**src/rtl/lfsr_pattern_gen_pkg.sv**
```systemverilog
// Shared types and constants for the LFSR pattern generator family.
// Holds the state encoding, default Galois masks per width and the pass-length clamp.
package lfsr_pattern_gen_pkg;

    typedef enum logic [1:0] {
        IDLE = 2'd0,
        RUN  = 2'd1,
        DONE = 2'd2
    } state_t;

    localparam logic [7:0]  TAPS_W8  = 8'hB8;
    localparam logic [15:0] TAPS_W16 = 16'hB400;
    localparam logic [31:0] TAPS_W32 = 32'h80200003;
    localparam logic [15:0] SEED_W16 = 16'hACE1;

    // Unlisted widths return 0 and must be overridden by the instantiating block.
    function automatic logic [31:0] default_taps(int width);
        case (width)
            8:       return {24'd0, TAPS_W8};
            16:      return {16'd0, TAPS_W16};
            32:      return TAPS_W32;
            default: return 32'd0;
        endcase
    endfunction

    function automatic int clamp_len(int req, int max_len);
        if (req < 1)
            return 1;
        if (req > max_len)
            return max_len;
        return req;
    endfunction

endpackage

```
**src/rtl/lfsr_pattern_gen_galois_core.sv**
```systemverilog
// Galois LFSR register with load and advance; any all-zero load is replaced by SEED
// so the register can never lock up.
module lfsr_pattern_gen_galois_core #(
    parameter int               WIDTH = 16,
    parameter logic [WIDTH-1:0] TAPS  = 16'hB400,
    parameter logic [WIDTH-1:0] SEED  = 16'hACE1
) (
    input  logic             clk,
    input  logic             reset,
    input  logic             load,
    input  logic [WIDTH-1:0] load_val,
    input  logic             advance,
    output logic [WIDTH-1:0] lfsr
);

    always_ff @(posedge clk or posedge reset) begin
        if (reset)
            lfsr <= SEED;
        else if (load)
            lfsr <= (load_val == '0) ? SEED : load_val;
        else if (advance)
            lfsr <= (lfsr >> 1) ^ (lfsr[0] ? TAPS : '0);
    end

endmodule

```
**src/rtl/lfsr_pattern_gen.sv**
```systemverilog
// Repeatable symbol source for the game: free-runs for entropy while idle, snapshots a
// round base on start and can rewind to it to regenerate the same symbol sequence.
module lfsr_pattern_gen
    import lfsr_pattern_gen_pkg::*;
#(
    parameter int               WIDTH    = 16,
    parameter logic [WIDTH-1:0] TAPS     = WIDTH'(default_taps(WIDTH)),
    parameter logic [WIDTH-1:0] SEED     = WIDTH'(SEED_W16),
    parameter int               SYM_BITS = 2,
    parameter int               MAX_LEN  = 32,
    localparam int              IW       = $clog2(MAX_LEN + 1)
) (
    input  logic                clk,
    input  logic                reset,
    input  logic                seed_load,
    input  logic [WIDTH-1:0]    seed_in,
    input  logic                entropy_en,
    input  logic                start,
    input  logic                rewind,
    input  logic [IW-1:0]       seq_len,
    input  logic                step,
    output logic                sym_valid,
    output logic [SYM_BITS-1:0] sym,
    output logic [IW-1:0]       index,
    output logic                done,
    output logic                busy
);

    state_t           state, state_nxt;
    logic [WIDTH-1:0] lfsr, base, core_load_val;
    logic [IW-1:0]    len, len_req;
    logic             core_load, core_adv, snap, len_load, idx_clr, fire;

    lfsr_pattern_gen_galois_core #(
        .WIDTH (WIDTH),
        .TAPS  (TAPS),
        .SEED  (SEED)
    ) u_core (
        .clk      (clk),
        .reset    (reset),
        .load     (core_load),
        .load_val (core_load_val),
        .advance  (core_adv),
        .lfsr     (lfsr)
    );

    assign len_req = IW'(clamp_len(int'(seq_len), MAX_LEN));

    always_ff @(posedge clk or posedge reset) begin
        if (reset)
            state <= IDLE;
        else
            state <= state_nxt;
    end

    // Events are strictly prioritised; a lower-priority event in the same cycle is dropped.
    always_comb begin
        state_nxt     = state;
        core_load     = 1'b0;
        core_load_val = seed_in;
        core_adv      = 1'b0;
        snap          = 1'b0;
        len_load      = 1'b0;
        idx_clr       = 1'b0;
        fire          = 1'b0;
        if (seed_load) begin
            core_load = 1'b1;
            idx_clr   = 1'b1;
            state_nxt = IDLE;
        end else if (rewind) begin
            core_load     = 1'b1;
            core_load_val = base;
            len_load      = 1'b1;
            idx_clr       = 1'b1;
            state_nxt     = RUN;
        end else if (start) begin
            snap      = 1'b1;
            len_load  = 1'b1;
            idx_clr   = 1'b1;
            state_nxt = RUN;
        end else if (step && state == RUN) begin
            fire     = 1'b1;
            core_adv = 1'b1;
            if (index + IW'(1) == len)
                state_nxt = DONE;
        end else if (entropy_en && state == IDLE) begin
            core_adv = 1'b1;
        end
    end

    always_ff @(posedge clk or posedge reset) begin
        if (reset) begin
            base      <= SEED;
            len       <= IW'(1);
            index     <= '0;
            sym_valid <= 1'b0;
            sym       <= '0;
        end else begin
            sym_valid <= fire;
            if (fire)
                sym <= lfsr[SYM_BITS-1:0];
            if (snap)
                base <= (lfsr == '0) ? SEED : lfsr;
            if (len_load)
                len <= len_req;
            if (idx_clr)
                index <= '0;
            else if (fire)
                index <= index + IW'(1);
        end
    end

    assign done = (state == DONE);
    assign busy = (state == RUN);

endmodule

```
**config.mk**
```make
export PLATFORM = sky130hd
export DESIGN_NAME = lfsr_pattern_gen
export DESIGN_NICKNAME = d
export VERILOG_FILES = /design/src/rtl/lfsr_pattern_gen_pkg.sv /design/src/rtl/lfsr_pattern_gen_galois_core.sv /design/src/rtl/lfsr_pattern_gen.sv
export SDC_FILE = /design/constraint.sdc
export NUM_CORES = 1
export LEC_CHECK = 0
export ABC_AREA = 1
export BUFFER_PORTS_ARGS = -buffer_cell sky130_fd_sc_hd__buf_2
export CORE_ASPECT_RATIO = 0.6
export CORE_MARGIN = 8
export CORE_UTILIZATION = 35
export CTS_CLUSTER_SIZE = 25
export DETAILED_ROUTE_END_ITERATION = 8
export SLEW_MARGIN = 10
export SYNTH_ARGS = -nofsm -noshare
export SYNTH_HDL_FRONTEND = slang
export SYNTH_HIERARCHICAL = 1
export SYNTH_SLANG_ARGS = --single-unit
export TNS_END_PERCENT = 20
```
**constraint.sdc**
```tcl
create_clock -name clk -period 3.25 [get_ports clk]
set_input_delay 0.1625 -clock clk [delete_from_list [all_inputs] [get_ports clk]]
set_output_delay 0.1625 -clock clk [all_outputs]
set_load 0.005 [all_outputs]
```
==> impl_metrics.csv <==
group,metric,value,unit
outcome,outcome,"finished, violations left",
outcome,violations,"negative hold slack",
layout,num_antenna_cells,0,
clock_network,cts_buffers,5,
layout,layout-drive-gt1-share,24.1,%
critical_path,critical_path.max_fanout,26,
drt,antenna_left,0,
drt,drtPass1Iterations,4,
critical_path,worstRegToRegCells,7,
global_route,antenna_found_initial,0,
critical_path,crit-reg2reg-launch,"state[1]",
clock_network,post_cts.repair.setup_buffers,0,
global_route,pin_count_of_the_biggest_net_entering_global_routing,27,
logic_synthesis,yosys_warnings,6,
global_route,grt_first_pass_wirelength,12300,µm
drt,iteration_0_drc_markers,206,
placement,detailedPlacementHpwl,5760,µm
critical_path,reg2reg_setup_slack,1.35,ns
floorplanning,chip_height,85.0,µm
logic_synthesis,ys_seq_elements,49,
critical_path,required,3.48,ns
sta,fmax,520,MHz
global_route,globalRoute.totalOverflow,0,
logic_synthesis,yosys_top_cell_area_share,28.8,%
clock_network,cts.path.max_buffers,2,
critical_path,crit_top_cell,"sky130_fd_sc_hd__nand2_1",
critical_path,critPathSlowestCell,"sky130_fd_sc_hd__nand2_1",
pwr,total_leakage_power,1.52,nW
placement,globalplace.congestion,0.853,
logic_synthesis,syn-num-nets,394,
sta,max-slew-margin-rel,36.5,%
critical_path,crit_family,"simple AND/OR/NAND/NOR gates",
logic_synthesis,synth.distinct_cells,34,
sta,setup_tns,0,ns
floorplanning,floorplan.io_pins,40,
clock_network,cts_tree,"yes",
sta,timing_worst_slew_pin_value,0.952,ns
layout,nets_final,432,
sta,final_period_minus_worst_setup_slack,1.92,ns
clock_network,numClockSinks,49,
drt,route.detailed.drc,0,
global_route,total_routing_resource_utilization_after_global_routing,14.1,%
global_route,vias_in_the_first_global_route,2299,
sta,maxSlewViolCount,0,
critical_path,cp_slowest_stage_delay,0.66,ns
sta,final_hold_viol_count,8,
drt,viasPerCell,4.82,
clock_network,cts_root_buffer,"sky130_fd_sc_hd__clkbuf_16",
critical_path,timing.critical_path.from_type,"input pin",
drt,routed_wl,7520,µm
logic_synthesis,synth_area,0.00278,mm²
logic_synthesis,share_of_synthesized_registers_carrying_an_async_set_or_reset,100,%
pwr,pwr_density_cell,492,mW/mm²
logic_synthesis,synth_enable_flop_cells,0,
sta,worst_hold_slack,-0.0160,ns
logic_synthesis,yosys-top-cells-count,"93 x sky130_fd_sc_hd__nand2_1, 51 x sky130_fd_sc_hd__nor2_1, 37 x sky130_fd_sc_hd__o21ai_0",
logic_synthesis,synthFlopType,"sky130_fd_sc_hd__dfrtp_1",
min_path,worstHoldPathType,"in -> async",
placement,buffer_ports.inserted,39,
sta,finalSetupViolCount,0,
pwr,vdd_drop_max,0.173,mV
drt,avgRoutedWirePerCell,14.7,µm
logic_synthesis,ys_top_cells_by_area,"sky130_fd_sc_hd__dfrtp_1 29%, sky130_fd_sc_hd__dfstp_2 16%, sky130_fd_sc_hd__nand2_1 13%",
logic_synthesis,synth_area_per_cell,7.64,µm²
logic_synthesis,synthesis.instances,364,
clock_network,post_cts.resized_instances,0,
critical_path,rr_endpoint,"u_core/lfsr[9]",
floorplanning,core_region_area,0.00779,mm²
logic_synthesis,synth.yosys.seq_area_share,44.9,%
critical_path,worst-path-buf-inv,2,
run,cap_viol_max_count,0,
layout,areaGrowthSynthToFinish,15.1,%
sta,grt_setup_unrepaired,"false",
clock_network,register_clock_pin_slew_on_the_reported_worst_setup_and_hold_paths,0.06,ns
critical_path,worst_path_class_setup,"in -> reg",
clock_network,cts.hold.buffers_added,0,
floorplanning,chipWidth,131,µm
critical_path,worstPathCellList,"buf_2 -> inv_1 -> nand2_1 -> mux2_2 -> nor2_1 -> nand2_1 -> nor2_1 -> nand2_1 -> nand2_1 -> nand2_1 -> nand2_1",
critical_path,setup.worst_path.end_class,"flop",
drt,detailed_route_via_count,2462,
sta,clock-skew-final,0.00652,ns
logic_synthesis,post-synth-top-count-cell,"sky130_fd_sc_hd__nand2_1",
floorplanning,fp.dieArea,0.0111,mm²
critical_path,crit_arrival,2.16,ns
clock_network,insertion_delay,0.29,ns
clock_network,h-tree-depth,2,
floorplanning,floorplan.rows,25,
sta,final.period_utilization,59.2,%
floorplanning,start_util,35.7,%
logic_synthesis,synth_area_leader_cell,"sky130_fd_sc_hd__dfrtp_1",
==> kinds of logic after synthesis <==
family	count (synthesis)	synth area share [%]
multiplexers	6	2.43
AO/OA/AOI/OAI	66	13.1
AND/OR/NAND/NOR	185	29.1
buffers and inverters	54	9.14
adder cells (fa/ha/maj)	1	0.450
flip-flops	49	44.9
XOR/XNOR	3	0.945
==> power breakdown <==
part	internal (mW)	switching [mW]	leakage (nW)	total (mW)
clock network	0.307	0.228	0.0701	0.535
logic	0.102	0.163	0.866	0.265
registers	0.717	0.0587	0.585	0.776
total	1.13	0.450	1.52	1.58
==> registers in the layout (all words and copies together), names as in the netlist <==
signal and cells:
sym 2, u_core/lfsr 16, state 2, len 6, base 16, sym_valid 1, index 6
==> cell type report <==
| type | instances | area (µm²) |
|---|---|---|
| clock buffer | 7 | 143 |
| clock inverter | 1 | 7.51 |
| fill | 818 | 4590 |
| inverter | 44 | 178 |
| multi-input combinational | 261 | 1280 |
| sequential | 49 | 1250 |
| tap | 108 | 135 |
| timing repair buffer | 41 | 210 |
==> worst reg2reg max path, stage by stage (launching register included) <==
cell	delay [ns]
sky130_fd_sc_hd__dfrtp_1	0.38
sky130_fd_sc_hd__nor2_1	0.27
sky130_fd_sc_hd__nand2_1	0.20
sky130_fd_sc_hd__a21oi_1	0.34
sky130_fd_sc_hd__inv_2	0.19
sky130_fd_sc_hd__nand2_8	0.14
sky130_fd_sc_hd__inv_6	0.08
sky130_fd_sc_hd__a22oi_1	0.22
==> layout by cell type (no fill, tap or decap), types with 3 or more instances in the layout <==
master	netlist	routed
sky130_fd_sc_hd__xnor2_1	3	3
sky130_fd_sc_hd__a21oi_2	3	3
sky130_fd_sc_hd__a22oi_1	5	5
sky130_fd_sc_hd__buf_2	3	39
sky130_fd_sc_hd__mux2_2	6	6
sky130_fd_sc_hd__nand2_2	5	5
sky130_fd_sc_hd__nor2_1	51	51
sky130_fd_sc_hd__a21oi_1	13	13
sky130_fd_sc_hd__inv_1	34	34
sky130_fd_sc_hd__nor2_4	3	3
sky130_fd_sc_hd__nand3_2	3	3
sky130_fd_sc_hd__nand4_1	3	3
sky130_fd_sc_hd__nand2_1	93	93
sky130_fd_sc_hd__dfstp_2	17	17
sky130_fd_sc_hd__clkbuf_16	0	5
sky130_fd_sc_hd__nand3_1	21	21
sky130_fd_sc_hd__dfrtp_1	32	32
sky130_fd_sc_hd__inv_2	7	7
sky130_fd_sc_hd__o21ai_0	37	37
sky130_fd_sc_hd__a31oi_1	4	4
==> stage by stage <==
| step | area (µm²) | std cells | utilization (%) | setup WS [ns] | power, mW |
|---|---|---|---|---|---|
| after floorplan | 2780 | 364 | - | 1.69 | 0.958 |
| after global placement | 3050 | 503 | 39.1 | 1.12 | 1.04 |
| after detailed placement | 3050 | 503 | 39.1 | 1.06 | 1.05 |
| after CTS | 3200 | 511 | 41.1 | 1.34 | 1.59 |
| after global routing | 3200 | 511 | 41.1 | 1.19 | 1.67 |
| final | 3200 | 511 | 41.1 | 1.33 | 1.58 |
==> routing by layer <==
| layer | up-vias | wire (µm) | global-route usage, % |
|---|---|---|---|
| met5 | - | 0 | 0 |
| met4 | 0 | 70 | 3.42 |
| met3 | 7 | 664 | 3.69 |
| met2 | 92 | 2740 | 17.1 |
| met1 | 1112 | 4050 | 22.9 |
| li1 | 1251 | - | - |
==> worst max-delay path by stage <==
stage	startpoint	endpoint	slack [ns]	cells after the start
final	seed_load	u_core/lfsr[7]	1.33	11
after global routing	seed_load	u_core/lfsr[10]	1.19	11
after CTS	state[1]	u_core/lfsr[9]	1.34	7
after detailed placement	seed_load	u_core/lfsr[6]	1.06	11
after global placement	seed_load	u_core/lfsr[13]	1.12	11
after floorplan	state[0]	u_core/lfsr[8]	1.69	9
Power figures use the tool's default switching activity.
